**src/rtl/lsu_pkg.sv**
```systemverilog
// Shared types and helpers for the load/store unit: funct3 codes, FSM states,
// access-size decode and lane/misalignment helpers.
package lsu_pkg;

    localparam logic [2:0] F3_B  = 3'b000;
    localparam logic [2:0] F3_H  = 3'b001;
    localparam logic [2:0] F3_W  = 3'b010;
    localparam logic [2:0] F3_BU = 3'b100;
    localparam logic [2:0] F3_HU = 3'b101;

    localparam int unsigned BE_W = 4;

    typedef enum logic [1:0] {StIdle, StBusy, StDone} lsu_state_t;

    typedef enum logic [1:0] {SzByte, SzHalf, SzWord} acc_size_t;

    // Stores only know SB/SH/SW; the unsigned load codes fall back to word for stores.
    function automatic acc_size_t access_size(input logic [2:0] f3, input logic we);
        if (f3 == F3_B || (!we && f3 == F3_BU)) begin
            return SzByte;
        end else if (f3 == F3_H || (!we && f3 == F3_HU)) begin
            return SzHalf;
        end else begin
            return SzWord;
        end
    endfunction

    // Byte lane of the access; offending low bits are dropped for half/word.
    function automatic logic [1:0] lane_offset(input acc_size_t size, input logic [1:0] addr_lo);
        case (size)
            SzByte:  return addr_lo;
            SzHalf:  return {addr_lo[1], 1'b0};
            default: return 2'b00;
        endcase
    endfunction

    function automatic logic is_misaligned(input acc_size_t size, input logic [1:0] addr_lo);
        return (size == SzHalf && addr_lo[0]) || (size == SzWord && addr_lo != 2'b00);
    endfunction

endpackage

```
**src/rtl/load_formatter.sv**
```systemverilog
// Combinational load-data extraction: selects the addressed byte/half/word from a bus
// word and sign- or zero-extends it to 32 bits.
module load_formatter
    import lsu_pkg::*;
(
    input  logic [2:0]  funct3,
    input  logic [1:0]  addr_lo,
    input  logic [31:0] rdata,
    output logic [31:0] result
);

    acc_size_t   size;
    logic [31:0] shifted;

    always_comb begin
        size    = access_size(funct3, 1'b0);
        shifted = rdata >> {lane_offset(size, addr_lo), 3'b000};
        case (size)
            SzByte:  result = (funct3 == F3_BU) ? {24'b0, shifted[7:0]}
                                                : {{24{shifted[7]}}, shifted[7:0]};
            SzHalf:  result = (funct3 == F3_HU) ? {16'b0, shifted[15:0]}
                                                : {{16{shifted[15]}}, shifted[15:0]};
            default: result = shifted;
        endcase
    end

endmodule

```
**src/rtl/load_store_unit.sv**
```systemverilog
// Data-memory stage: one byte/half/word access per instruction over a req/ready bus.
// Optional LSU_MISALIGN_TRAP_EN: misaligned requests skip the bus and pulse misalign.
module load_store_unit
    import lsu_pkg::*;
#(
    parameter int unsigned DATA_WIDTH     = 32,
    parameter int unsigned TIMEOUT_CYCLES = 16
) (
    input  logic                  clk,
    input  logic                  rst,
    input  logic                  mem_read,
    input  logic                  mem_write,
    input  logic [2:0]            funct3,
    input  logic [DATA_WIDTH-1:0] addr,
    input  logic [DATA_WIDTH-1:0] store_data,
    output logic                  stall,
    output logic [DATA_WIDTH-1:0] load_data,
    output logic                  load_valid,
    output logic                  bus_req,
    output logic                  bus_we,
    output logic [DATA_WIDTH-1:0] bus_addr,
    output logic [DATA_WIDTH-1:0] bus_wdata,
    output logic [BE_W-1:0]       bus_be,
    input  logic                  bus_ready,
    input  logic [DATA_WIDTH-1:0] bus_rdata,
    output logic                  misalign,
    output logic                  timeout
);

    localparam int unsigned CntW = (TIMEOUT_CYCLES > 1) ? $clog2(TIMEOUT_CYCLES) : 1;
    localparam logic [CntW-1:0] CntLast = CntW'(TIMEOUT_CYCLES - 1);

    lsu_state_t            state_q, state_d;
    logic [DATA_WIDTH-1:0] addr_q, addr_d;
    logic [DATA_WIDTH-1:0] wdata_q, wdata_d;
    logic [DATA_WIDTH-1:0] rdata_q, rdata_d;
    logic [2:0]            funct3_q, funct3_d;
    logic                  we_q, we_d;
    logic [CntW-1:0]       cnt_q, cnt_d;
    logic                  timed_out_q, timed_out_d;
    logic                  misal_q, misal_d;

    acc_size_t             size_q;
    logic [DATA_WIDTH-1:0] fmt_data;

    always_ff @(posedge clk or posedge rst) begin
        if (rst) begin
            state_q     <= StIdle;
            addr_q      <= '0;
            wdata_q     <= '0;
            rdata_q     <= '0;
            funct3_q    <= '0;
            we_q        <= 1'b0;
            cnt_q       <= '0;
            timed_out_q <= 1'b0;
            misal_q     <= 1'b0;
        end else begin
            state_q     <= state_d;
            addr_q      <= addr_d;
            wdata_q     <= wdata_d;
            rdata_q     <= rdata_d;
            funct3_q    <= funct3_d;
            we_q        <= we_d;
            cnt_q       <= cnt_d;
            timed_out_q <= timed_out_d;
            misal_q     <= misal_d;
        end
    end

    always_comb begin
        state_d     = state_q;
        addr_d      = addr_q;
        wdata_d     = wdata_q;
        rdata_d     = rdata_q;
        funct3_d    = funct3_q;
        we_d        = we_q;
        cnt_d       = cnt_q;
        timed_out_d = timed_out_q;
        misal_d     = misal_q;
        case (state_q)
            StIdle: begin
                if (mem_read || mem_write) begin
                    addr_d      = addr;
                    wdata_d     = store_data;
                    funct3_d    = funct3;
                    we_d        = mem_write;
                    rdata_d     = '0;
                    cnt_d       = '0;
                    timed_out_d = 1'b0;
                    state_d     = StBusy;
`ifdef LSU_MISALIGN_TRAP_EN
                    misal_d = is_misaligned(access_size(funct3, mem_write), addr[1:0]);
                    if (misal_d) begin
                        state_d = StDone;
                    end
`else
                    misal_d = 1'b0;
`endif
                end
            end
            StBusy: begin
                if (bus_ready) begin
                    rdata_d = bus_rdata;
                    state_d = StDone;
                end else if (cnt_q == CntLast) begin
                    // rdata_q stays cleared, so an abandoned load formats to 0
                    timed_out_d = 1'b1;
                    state_d     = StDone;
                end else begin
                    cnt_d = cnt_q + CntW'(1);
                end
            end
            default: state_d = StIdle;
        endcase
    end

    assign size_q = access_size(funct3_q, we_q);

    load_formatter u_load_formatter (
        .funct3  (funct3_q),
        .addr_lo (addr_q[1:0]),
        .rdata   (rdata_q),
        .result  (fmt_data)
    );

    always_comb begin
        stall      = 1'b0;
        bus_req    = 1'b0;
        bus_we     = 1'b0;
        bus_addr   = '0;
        bus_wdata  = '0;
        bus_be     = '0;
        load_valid = 1'b0;
        load_data  = '0;
        timeout    = 1'b0;
        misalign   = 1'b0;
        case (state_q)
            StIdle: stall = mem_read | mem_write;
            StBusy: begin
                stall    = 1'b1;
                bus_req  = 1'b1;
                bus_we   = we_q;
                bus_addr = {addr_q[DATA_WIDTH-1:2], 2'b00};
                case (size_q)
                    SzByte: begin
                        bus_be    = 4'b0001 << addr_q[1:0];
                        bus_wdata = {4{wdata_q[7:0]}};
                    end
                    SzHalf: begin
                        bus_be    = addr_q[1] ? 4'b1100 : 4'b0011;
                        bus_wdata = {2{wdata_q[15:0]}};
                    end
                    default: begin
                        bus_be    = 4'b1111;
                        bus_wdata = wdata_q;
                    end
                endcase
            end
            StDone: begin
                load_valid = !we_q && !misal_q;
                load_data  = load_valid ? fmt_data : '0;
                timeout    = timed_out_q;
                misalign   = misal_q;
            end
            default: ;
        endcase
    end

endmodule

```
**config.mk**
```make
export PLATFORM = sky130hd
export DESIGN_NAME = load_store_unit
export DESIGN_NICKNAME = d
export VERILOG_FILES = /design/src/rtl/lsu_pkg.sv /design/src/rtl/load_formatter.sv /design/src/rtl/load_store_unit.sv
export SDC_FILE = /design/constraint.sdc
export NUM_CORES = 1
export LEC_CHECK = 0
export CORE_MARGIN = 2
export CORE_UTILIZATION = 48
export DETAILED_ROUTE_END_ITERATION = 8
export GPL_TIMING_DRIVEN = 0
export PLACE_DENSITY = 0.86
export SLEW_MARGIN = 15
export SYNTH_ARGS = -nofsm -noshare
export SYNTH_HDL_FRONTEND = slang
export SYNTH_SLANG_ARGS = --single-unit
```
**constraint.sdc**
```tcl
create_clock -name clk -period 6.24 [get_ports clk]
set_input_delay 1.56 -clock clk [delete_from_list [all_inputs] [get_ports clk]]
set_output_delay 1.56 -clock clk [all_outputs]
set_load 0.005 [all_outputs]
```
==> results of run 1 <==
per-stage QoR:
stage / setup slack [ns] / instance area [um2] / utilization / hold slack, ns / power [mW]
global route: 0.499 / 8140 / 0.716 / 0.495 / 4.11
finish: 0.671 / 8140 / 0.716 / 0.467 / 3.87
floorplan: 1.86 / 5570 / - / 0.437 / 2.36
CTS: 0.645 / 8130 / 0.715 / 0.471 / 3.86
global placement: 0.379 / 7810 / 0.687 / 0.450 / 3.21
detailed placement: 0.647 / 7840 / 0.690 / 0.454 / 3.28
flip-flops by register name (all words and copies together), names as in the netlist:
signal and flops:
addr_q 32, rdata_q 32, wdata_q 32, cnt_q 4, funct3_q 3, state_q 2
timed_out_q 1, we_q 1
kinds of logic (layout without fill, tap and decap cells):
logic type	after synthesis	after routing	synth area share
DFF	107	107	0.481
AOI/OAI and AO/OA	120	120	0.162
other	1	3	0.000674
muxes	17	17	0.0486
adders and majority gates	1	1	0.00225
and+or+nand+nor	334	334	0.260
buffers and inverters	55	278	0.0452
worst max-delay path, cell delays in order:
cell and delay (ns):
clkdlybuf4s50_1 0.45, o21ai_1 0.55, clkbuf_1 0.45, buf_1 0.40
nand2_1 0.09, clkdlybuf4s50_1 0.50
synth_stat cells (9+ instances only):
cell type,number
a211oi_1,9
o21ai_2,10
a21oi_1,23
clkbuf_1,36
o21ai_0,11
o22ai_1,9
dfrtp_1,107
nand2_1,251
and2_1,48
mux2i_1,9
a22o_1,41
nor2_1,17
final cells by class:
cell class / count / area, um2 / share of cell area
clock inverter: 4 / 51.3 / 0.00630
sequential: 107 / 2680 / 0.329
tap: 143 / 179 / 0.0220
timing repair buffer: 207 / 2090 / 0.257
clock buffer: 12 / 236 / 0.0291
inverter: 4 / 20.0 / 0.00246
multi-input combinational: 475 / 2650 / 0.325
buffer: 51 / 236 / 0.0291
worst max-delay path by stage:
stage                         start          to  slack (ns)  cells past startpoint
after floorplan                 rst   addr_q[0]        1.86                      1
after global placement          rst  wdata_q[2]        0.38                      2
after detailed placement   mem_read       stall        0.65                      6
after CTS                  mem_read       stall        0.64                      6
after global routing      mem_write       stall        0.50                      6
final                      mem_read       stall        0.67                      6
cells in the final DEF (no fill, tap or decap), types with 2 or more instances in the layout:
cell	n
clkdlybuf4s50_1	206
buf_6	3
mux4_2	5
a211oi_1	9
clkbuf_1	39
conb_1	3
buf_2	6
o21ai_2	10
mux2i_1	9
a21oi_1	23
nand3_1	4
inv_1	2
mux4_1	2
o22ai_1	9
a22oi_1	8
buf_4	4
clkbuf_16	9
nand2_1	251
nor2_1	17
or3_1	2
dfrtp_1	107
o21ai_0	11
buf_1	2
and2_1	48
a22o_1	41
power by group through the flow:
| stage | Combinational [mW] | Clock (mW) | Sequential [mW] |
|---|---|---|---|
| finish | 2.01 | 0.562 | 1.29 |
| global route | 2.20 | 0.594 | 1.32 |
| CTS | 2.01 | 0.566 | 1.28 |
| detailed placement | 1.99 | 0 | 1.28 |
| global placement | 1.94 | 0 | 1.27 |
| floorplan | 1.17 | 0 | 1.19 |
routing by layer:
metal	track usage	wire length [um]
met4	0.121	597
met5	0	0
met2	0.475	8580
met3	0.0523	1270
met1	0.362	7210
==> flow_summary.yaml, run 1 <==
global_routing:
  overflow: 0
  grt_pass1_wl_mm: 28.2
  grt_max_degree: 83
  antenna_found_initial: 0
  track_usage: 0.283
  grt_pass1_vias: 5541
clocking:
  cts-root-buf: "clkbuf_16"
  clkTransAtPathRegs_ns: 0.07
  clock_latency_ns: 0.35
  cts_tree: "yes"
  cts.sinks: 107
  ctsHtreeMaxLevel: 3
  cts_buffers: 9
  postCtsResizedCells: 0
  cts_buffer_depth: 2
  ctsHoldBuffers: 0
  cts_setup_buffers: 0
timing:
  finalHoldViolations: 0
  min_period_over_period: 0.892
  worst_slew_pin_slew_ns: 1.07
  clock.fmax_mhz: 180
  fin_skew_ns: 0.00595
  slew_violations: 0
  relSlewSlack: 0.283
  period_needed_ns: 5.57
  setup_viol: 0
  grt_setup_unrepaired: "no"
  tns_ns: 0
drt:
  drc: 0
  vias_per_cell: 5.52
  ant_nets: 0
  vias: 5540
  first_pass_iters: 5
  drt_iter0_drc: 440
  routed_wl_mm: 17.7
  routedWlPerCell_um: 17.6
die:
  core-area_mm2: 0.0114
  die_h_um: 112
  pin_count: 210
  die-area_mm2: 0.0125
  initial_core_util: 0.489
  num_rows: 39
  die_x_um: 112
worst_setup_path:
  worstPathRequired_ns: 4.68
  reg2reg_to: "rdata_q[14]"
  r2r-start: "state_q[0]"
  start_kind: "primary input"
  crit_fanout: 10
  r2r_slack_ns: 4.05
  arrival_ns: 4.01
  critical_path_class: "in -> out"
  crit_path_end_kind: "output pin"
  rr_worst_depth: 6
hold_path:
  hp-start: "addr_q[2]"
  hold_depth: 2
  hp-class: "reg -> reg"
  min_to: "addr_q[2]"
power:
  swShare: 0.407
  irDropWorstVdd_mv: 0.214
  p_seq_frac: 0.334
  p_sw_mw: 1.57
  p_leak_nw: 3.67
  powerDensity_mw_per_mm2: 475
  p_comb_frac: 0.521
  power_frac_clock: 0.145
  internal_power_mw: 2.29
final_layout:
  final_cells: 1003
  drive_gt1_frac: 0.0605
  syn2layout_area_growth_pct: 46.3
  fill_cells: 857
  nets: 960
  diodes: 0
synth:
  ys.flop_type: "dfrtp_1"
  syn_inst: 635
  synth-edff-count: 0
  synthDominantCellAreaShare: 0.481
  seq_area_frac_synth: 0.481
  synth_top_area_cell: "dfrtp_1"
  avgSynthCellArea_um2: 8.76
  ys_ff_latch: 107
  syn_area_mm2: 0.00556
  netlist-cell-type-count: 47
  yosysWarningCount: 0
  async_flop_share: 1.00
  ys_top_cells_by_area: "dfrtp_1 (48%), nand2_1 (17%), a22o_1 (6.5%), and2_1 (5.4%), clkbuf_1 (2.4%)"
outcome:
  status: "complete, no violations"
place:
  gp_congestion: 0.919
  io_buffers: 206
  dp_hpwl_mm: 13.3
  dp.cells: 987
flow_run:
  cap_violations: 0
Power figures use the tool's default switching activity.
==> run 2: changes to the inputs <==
Settings changed: CORE_UTILIZATION 48 to 40, CTS_CLUSTER_DIAMETER set to 150, PLACE_DENSITY 0.86 to 0.74.
==> run 2 against run 1 <==
Critical path depth unchanged; first-iteration DRC count increased by 47%; combinational power about the same; largest cell class unchanged.
==> flow_summary.yaml, run 2 (synthesis results as in run 1) <==
timing:
  whs_ns: 0.467
  min_period_over_period: 0.907
  fin_skew_ns: 0.00619
  finalHoldViolations: 0
  grt_setup_unrepaired: "no"
  relSlewSlack: 0.248
  slew_violations: 0
  setup_viol: 0
  tns_ns: 0
  clock.fmax_mhz: 177
  worst_slew_pin_slew_ns: 1.12
  period_needed_ns: 5.66
clocking:
  clock_latency_ns: 0.35
  clkTransAtPathRegs_ns: 0.07
  cts.sinks: 107
  cts_tree: "yes"
  cts_setup_buffers: 0
  cts_buffer_depth: 2
  postCtsResizedCells: 0
  ctsHtreeMaxLevel: 3
  cts_buffers: 9
  ctsHoldBuffers: 0
  cts-root-buf: "clkbuf_16"
die:
  initial_core_util: 0.405
  die-area_mm2: 0.0149
  core-area_mm2: 0.0137
  num_rows: 43
  pin_count: 210
  die_h_um: 122
  die_x_um: 122
drt:
  vias_per_cell: 5.15
  vias: 5353
  ant_nets: 0
  drt_iter0_drc: 645
  routed_wl_mm: 17.7
  first_pass_iters: 5
  drc: 0
  routedWlPerCell_um: 17.0
hold_path:
  hp-start: "addr_q[15]"
  min_to: "addr_q[15]"
  hp-class: "reg -> reg"
  hold_depth: 2
worst_setup_path:
  reg2reg_to: "funct3_q[2]"
  cp_common_cell: "clkdlybuf4s50_1"
  crit_chain: "clkdlybuf4s50_1 -> o21ai_1 -> clkbuf_1 -> buf_1 -> nand2_1 -> clkdlybuf4s50_1"
  crit_path_end_kind: "output pin"
  start_kind: "primary input"
  cp_slowest_cell: "o21ai_1"
  r2r-start: "state_q[0]"
  r2r_slack_ns: 4.11
  worstPathRequired_ns: 4.68
  rr_worst_depth: 6
  crit_fanout: 10
  critical_path_class: "in -> out"
  slowest_delay_ns: 0.57
  arrival_ns: 4.10
global_routing:
  overflow: 0
  track_usage: 0.246
  grt_pass1_wl_mm: 28.0
  grt_pass1_vias: 5169
  antenna_found_initial: 0
  grt_max_degree: 57
flow_run:
  cap_violations: 0
final_layout:
  reg_top3: "addr_q x32, rdata_q x32, wdata_q x32"
  fill_cells: 1232
  drive_gt1_frac: 0.0628
  layout_common_cells: "nand2_1 (251), clkdlybuf4s50_1 (206), dfrtp_1 (107), and2_1 (48), a22o_1 (41)"
  diodes: 0
  nets: 960
  syn2layout_area_growth_pct: 46.7
  final_common_cell: "nand2_1"
  regArea_mm2: 0.00268
  multi_input_area_mm2: 0.00265
power:
  irDropWorstVdd_mv: 0.236
  p_leak_nw: 3.66
  powerDensity_mw_per_mm2: 467
place:
  gp_congestion: 0.882
  io_buffers: 206
  dp_hpwl_mm: 12.8
outcome:
  status: "complete, no violations"
[run 2: worst max path at each step]
stage | from | endpoint | slack (ns)
3_5_place_dp | mem_write | stall | 0.60
5_1_grt | mem_read | stall | 0.46
2_1_floorplan | rst | addr_q[0] | 1.86
3_3_place_gp | rst | wdata_q[0] | 0.08
6_report | mem_write | stall | 0.58
4_1_cts | mem_write | stall | 0.59
[run 2: where the power goes]
group	internal, mW	switching (mW)
registers	1.02	0.269
logic	0.963	1.04
clock network	0.267	0.255
total	2.25	1.56
[run 2: routing by layer]
metal,GRT usage,vias to the layer above,routed length (um)
met5,0,-,0
met4,0.0984,0,537
met3,0.0772,32,1660
met2,0.385,231,8090
met1,0.318,2530,7400
li1,-,2560,-
[run 2: layout make-up]
cell class	instances	share of cell area
Inverter	4	0.00245
Multi-Input combinational cell	475	0.324
Buffer	51	0.0290
Sequential cell	107	0.328
Clock inverter	6	0.00399
Tap cell	180	0.0276
Clock buffer	10	0.0281
Timing Repair Buffer	207	0.256
[run 2: critical path, delay by kind of cell]
kind	cells	cell delay [ns]
AOI/OAI and AO/OA	1	0.57
buffers and inverters	4	1.86
and+or+nand+nor	1	0.11
[run 2: per-stage QoR]
stage          utilization  total power [mW]  cells  setup WS, ns  instance area [um2]
6_report             0.595              3.81   1040         0.578                 8160
4_1_cts              0.595              3.82   1040         0.588                 8160
5_1_grt              0.595              4.11   1040         0.457                 8160
2_1_floorplan            -              2.36    637          1.86                 5570
3_5_place_dp         0.575              3.28   1024         0.595                 7900
3_3_place_gp         0.573              3.25   1023        0.0841                 7860
==> variant 1 (settings of run 1) <==
Set the parameter `TIMEOUT_CYCLES` to 32 (it was 16).
--- a/src/rtl/load_store_unit.sv
+++ b/src/rtl/load_store_unit.sv
@@ -4,7 +4,7 @@
     import lsu_pkg::*;
 #(
     parameter int unsigned DATA_WIDTH     = 32,
-    parameter int unsigned TIMEOUT_CYCLES = 16
+    parameter int unsigned TIMEOUT_CYCLES = 32
 ) (
     input  logic                  clk,
     input  logic                  rst,
Check against the original RTL: no difference found for any inputs over 10 cycles, from zero or initial values and one cycle with rst high; that may be too few to reach the edited logic, so the function may still have changed.
==> variant 1 against run 1 <==
Non-clock buffer count grew 5; fmax grew 23%; sequential cell count grew 1; area after synthesis grew 4.7%; setup slack gained 1.1 ns; highest routed layer unchanged; wire length is essentially flat; die area grew 4.5%; design area grew 3.4%; critical path depth is the same; power grew 4.4%.
==> variant 1: results (changes against run 1) <==
Power and ir drop
  • Pint: 2350 uW (+2.4%)
  • Peak supply drop: 0.000221 V (+3.3%)
  • Clock-net power: 588 uW (+4.6%)
  • Switching power total: 1690 uW (+7.4%)
  • Comb group: 2150 uW (+7%)
  • P_leak: 0.00391 uW (+6.6%)

Worst setup path
  • Crit path from: funct3_q[1]$_DFFE_PP0P_
  • Reg-to-Reg End: addr_q[1]$_DFFE_PP0P_
  • Cells on worst reg2reg path: 4 (-2)
  • Data arrival time of the worst path: 2.95 ns (-1.06 ns)
  • Worst setup path endpoint: bus_wdata[12]

Clocking
  • Clock root buffer master: clkbuf_16

Global routing
  • Vias in the first global route: 5661 (+2.2%)
  • Met2 GRT Util: 45.6% (-1.9 points)
  • GRT Total Usage: 28.0% (-0.32 points)

Placement
  • Post-DP HPWL: 13100 um (-1.2%)
  • Pre-CTS setup slack: 1.78 ns (+1.13 ns)

Synthesis
  • Syn Area/Cell: 7.99 um^2 (-8.8%)
  • Post-synth top cells: nand2_1, dfrtp_1, nand3_1
  • Synth top area cells: dfrtp_1, nand2_1, and2_1
  • Cell variety after synth: 45 (-4.3%)
  • Sequential area share after synthesis: 46.4% (-1.7 points)

Timing
  • Least-Margin Pin Slew: 0.998 ns (-0.0710 ns)
  • Setup slack after layout: 1.73 ns (+1.05 ns)
  • Clock skew: 0.00852 ns (+0.00258 ns)
  • Min Hold Slack: 0.468 ns (+0.00141 ns)

Final layout
  • Share of layout cells above drive strength 1: 4.51% (-1.5 points)
  • Fillers: 947 (+11%)
  • Post-Layout Cell Count: 1101 (+9.8%)
  • Antenna diode count: 0 (unchanged)

Drt
  • Met1 WL: 7450 um (+3.3%)
  • Drt first pass iters: 8 (+3)
  • Vias after detailed routing: 5799 (+4.7%)
  • Final wirelength: 17700 um (about the same)
  • Met2 wire length: 8340 um (-2.8%)

Hold path
  • Hold Path Sink: addr_q[16]$_DFFE_PP0P_

Status
  • Status: finished, final reports clean
variant 1: layout make-up:
class,instances,area [um^2],area share [%]
repair buffers,207,2090,24.8
inverters,5,23.8,0.283
flip-flops and latches,108,2700,32.1
well taps,147,184,2.19
clock buffers,12,246,2.93
plain buffers,56,246,2.93
multi-input cells,562,2860,34.0
clock inverters,4,55.1,0.655
variant 1: critical path, cell delays in order (launching register included):
cell and delay, ns:
dfrtp_1 0.36, clkbuf_1 0.23, clkbuf_1 0.31, a211oi_1 0.80, nand2_1 0.12, a21oi_1 0.24
clkdlybuf4s50_1 0.54
variant 1: logic make-up after synthesis:
kind of cell    after synthesis  share of synthesized area (%)
simple gates                467                           35.0
flops                       108                           46.4
other cells                   1                         0.0644
compound gates               71                           8.51
xor+xnor                      2                          0.301
buf+inv                      61                           4.56
mux                          17                           4.73
fa+ha+maj                     2                          0.430
==> variant 2 (flow settings as in run 1) <==
Made on the original files. Put a register stage on the output `timeout`, without a reset. The value now appears one clock later. The other outputs are not delayed to match.
--- a/src/rtl/load_store_unit.sv
+++ b/src/rtl/load_store_unit.sv
@@ -29,6 +29,8 @@
 
     localparam int unsigned CntW = (TIMEOUT_CYCLES > 1) ? $clog2(TIMEOUT_CYCLES) : 1;
     localparam logic [CntW-1:0] CntLast = CntW'(TIMEOUT_CYCLES - 1);
+
+    logic timeout_d;
 
     lsu_state_t            state_q, state_d;
     logic [DATA_WIDTH-1:0] addr_q, addr_d;
@@ -132,7 +134,7 @@
         bus_be     = '0;
         load_valid = 1'b0;
         load_data  = '0;
-        timeout    = 1'b0;
+        timeout_d  = 1'b0;
         misalign   = 1'b0;
         case (state_q)
             StIdle: stall = mem_read | mem_write;
@@ -159,12 +161,16 @@
             StDone: begin
                 load_valid = !we_q && !misal_q;
                 load_data  = load_valid ? fmt_data : '0;
-                timeout    = timed_out_q;
+                timeout_d  = timed_out_q;
                 misalign   = misal_q;
             end
             default: ;
         endcase
     end
 
+    always_ff @(posedge clk) begin
+        timeout <= timeout_d;
+    end
+
 endmodule
 
Formal check against the unedited RTL: same outputs for any inputs over 4 cycles, from zero or initial values and one cycle with rst high; that may be too few to reach the edited logic, so the function may still have changed.
==> variant 2 against run 1 <==
Sequential cell count rose by 1; critical path type unchanged; non-clock buffer count rose by 1; highest routed layer unchanged; wire length increased by 0.84%; area after synthesis fell by 2.2%; sequential share of layout area is 0.72 points higher; sequential power about the same; combinational power is 4% lower; power decreased by 1.8%; setup slack better by 0.51 ns; design area down 1.4%.
==> variant 2: results (changes against run 1) <==
Status
  • Status: finished, final reports clean

Drt
  • Vias after detailed routing: 5426 (-2.1%)

Final layout
  • Non-Clock Buffer Area Fraction: 29.0% (+0.43 points)
  • Clock-cell share of area: 3.77% (+0.24 points)
  • Post-Layout Cell Count: 1002 (-0.10%)
  • Multi-input gate share of total cell area: 31.2% (-1.3 points)
  • Sequential cell area: 2700 um^2 (+0.75%)
  • Bufs w/o clock: 259 (+0.39%)
  • Fillers: 844 (-1.5%)
  • Multi-input gates: 476 (+0.21%)
  • Inverters: 3 (-1)
  • Share of layout cells above drive strength 1: 4.99% (-1.1 points)

Worst setup path
  • Worst path max stage delay: 0.49 ns (-0.06 ns)
  • Setup slack, reg-to-reg: 4.33 ns (+0.28 ns)
  • RR Startpoint: state_q[1]$_DFFE_PP0P_
  • Cells on worst reg2reg path: 7 (+1)
  • Reg-to-Reg End: rdata_q[19]$_DFFE_PP0P_

Placement
  • Placed cells: 986 (-0.10%)
  • Post-DP HPWL: 13400 um (+1.3%)
  • Final GP Congestion: 0.946 (+2.9%)
  • Pre-CTS setup slack: 1.18 ns (+0.530 ns)

Power and ir drop
  • Peak supply drop: 0.000261 V (+22%)

Timing
  • Min Hold Slack: 0.469 ns (+0.00286 ns)

Synthesis
  • Sequential area share after synthesis: 49.6% (+1.4 points)
  • Post-synth top cells: nand2_1, dfrtp_1, and2_1
  • Syn Std Cell Area: 5440 um^2 (-2.2%)
  • Cell variety after synth: 42 (-11%)
  • Post-synthesis async set-or-reset flop share: 99.1% (-0.93 points)
  • Synth top area cells: dfrtp_1, nand2_1, a22o_1
  • Number of synthesized register bits: 108 (+0.93%)
  • Syn Area/Cell: 8.54 um^2 (-2.5%)

Global routing
  • Largest net degree at the start of global routing: 84 (+1.2%)
  • Vias in the first global route: 5495 (-0.83%)
  • GRT Total Usage: 29.5% (+1.1 points)

Hold path
  • Hold_sp: addr_q[26]$_DFFE_PP0P_
  • Hold Path Sink: addr_q[26]$_DFFE_PP0P_
==> variant 2: cell types whose count changed after synthesis, sizes merged, moves of 2 or more <==
| cell | run 1 | this run |
|---|---|---|
| a22o | 41 | 33 |
| o21ai | 22 | 29 |
| a211oi | 10 | 22 |
| nand2 | 251 | 238 |
| nand2b | 2 | 4 |
| buf | 15 | 17 |
| nor2b | 1 | 11 |
| a21oi | 23 | 39 |
| mux4 | 7 | 0 |
| o22ai | 9 | 1 |
| mux2i | 9 | 17 |
| and2 | 48 | 41 |
| a22oi | 8 | 0 |
==> variant 2: critical path, delay by kind of cell <==
family	cells	cell delay, ns
buffers and inverters	3	1.36
AND/OR/NAND/NOR	1	0.08
AO/OA/AOI/OAI	1	0.49
==> variant 2: per-layer routing <==
| layer | track usage, % | part of all wire (%) |
|---|---|---|
| met3 | 6.81 | 9.1 |
| met1 | 38.2 | 41 |
| met5 | 0 | 0 |
| met4 | 10.8 | 2.6 |
| met2 | 48.5 | 48 |
==> variant 2: logic make-up after synthesis <==
group / synth area share, %
AOI/OAI and AO/OA: 16.0
adders and majority gates: 0.230
buffers and inverters: 4.58
DFF: 49.6
muxes: 3.36
other: 0.0689
and+or+nand+nor: 26.2
==> variant 2: how the worst max path moves through the flow <==
stage	endpoint	cells past startpoint	slack, ns	from
after floorplan	addr_q[0]$_DFFE_PP0P_	1	1.86	rst
after global placement	wdata_q[10]$_DFFE_PP0P_	2	0.36	rst
after detailed placement	stall	5	1.18	mem_write
after CTS	stall	5	1.17	mem_write
after global routing	stall	5	1.02	mem_write
final	stall	5	1.18	mem_write
==> variant 2: report_power, final <==
group | total [uW] | switching, uW | internal (uW)
Clock | 583 | 256 | 327
Sequential | 1290 | 264 | 1020
Combinational | 1930 | 1010 | 912
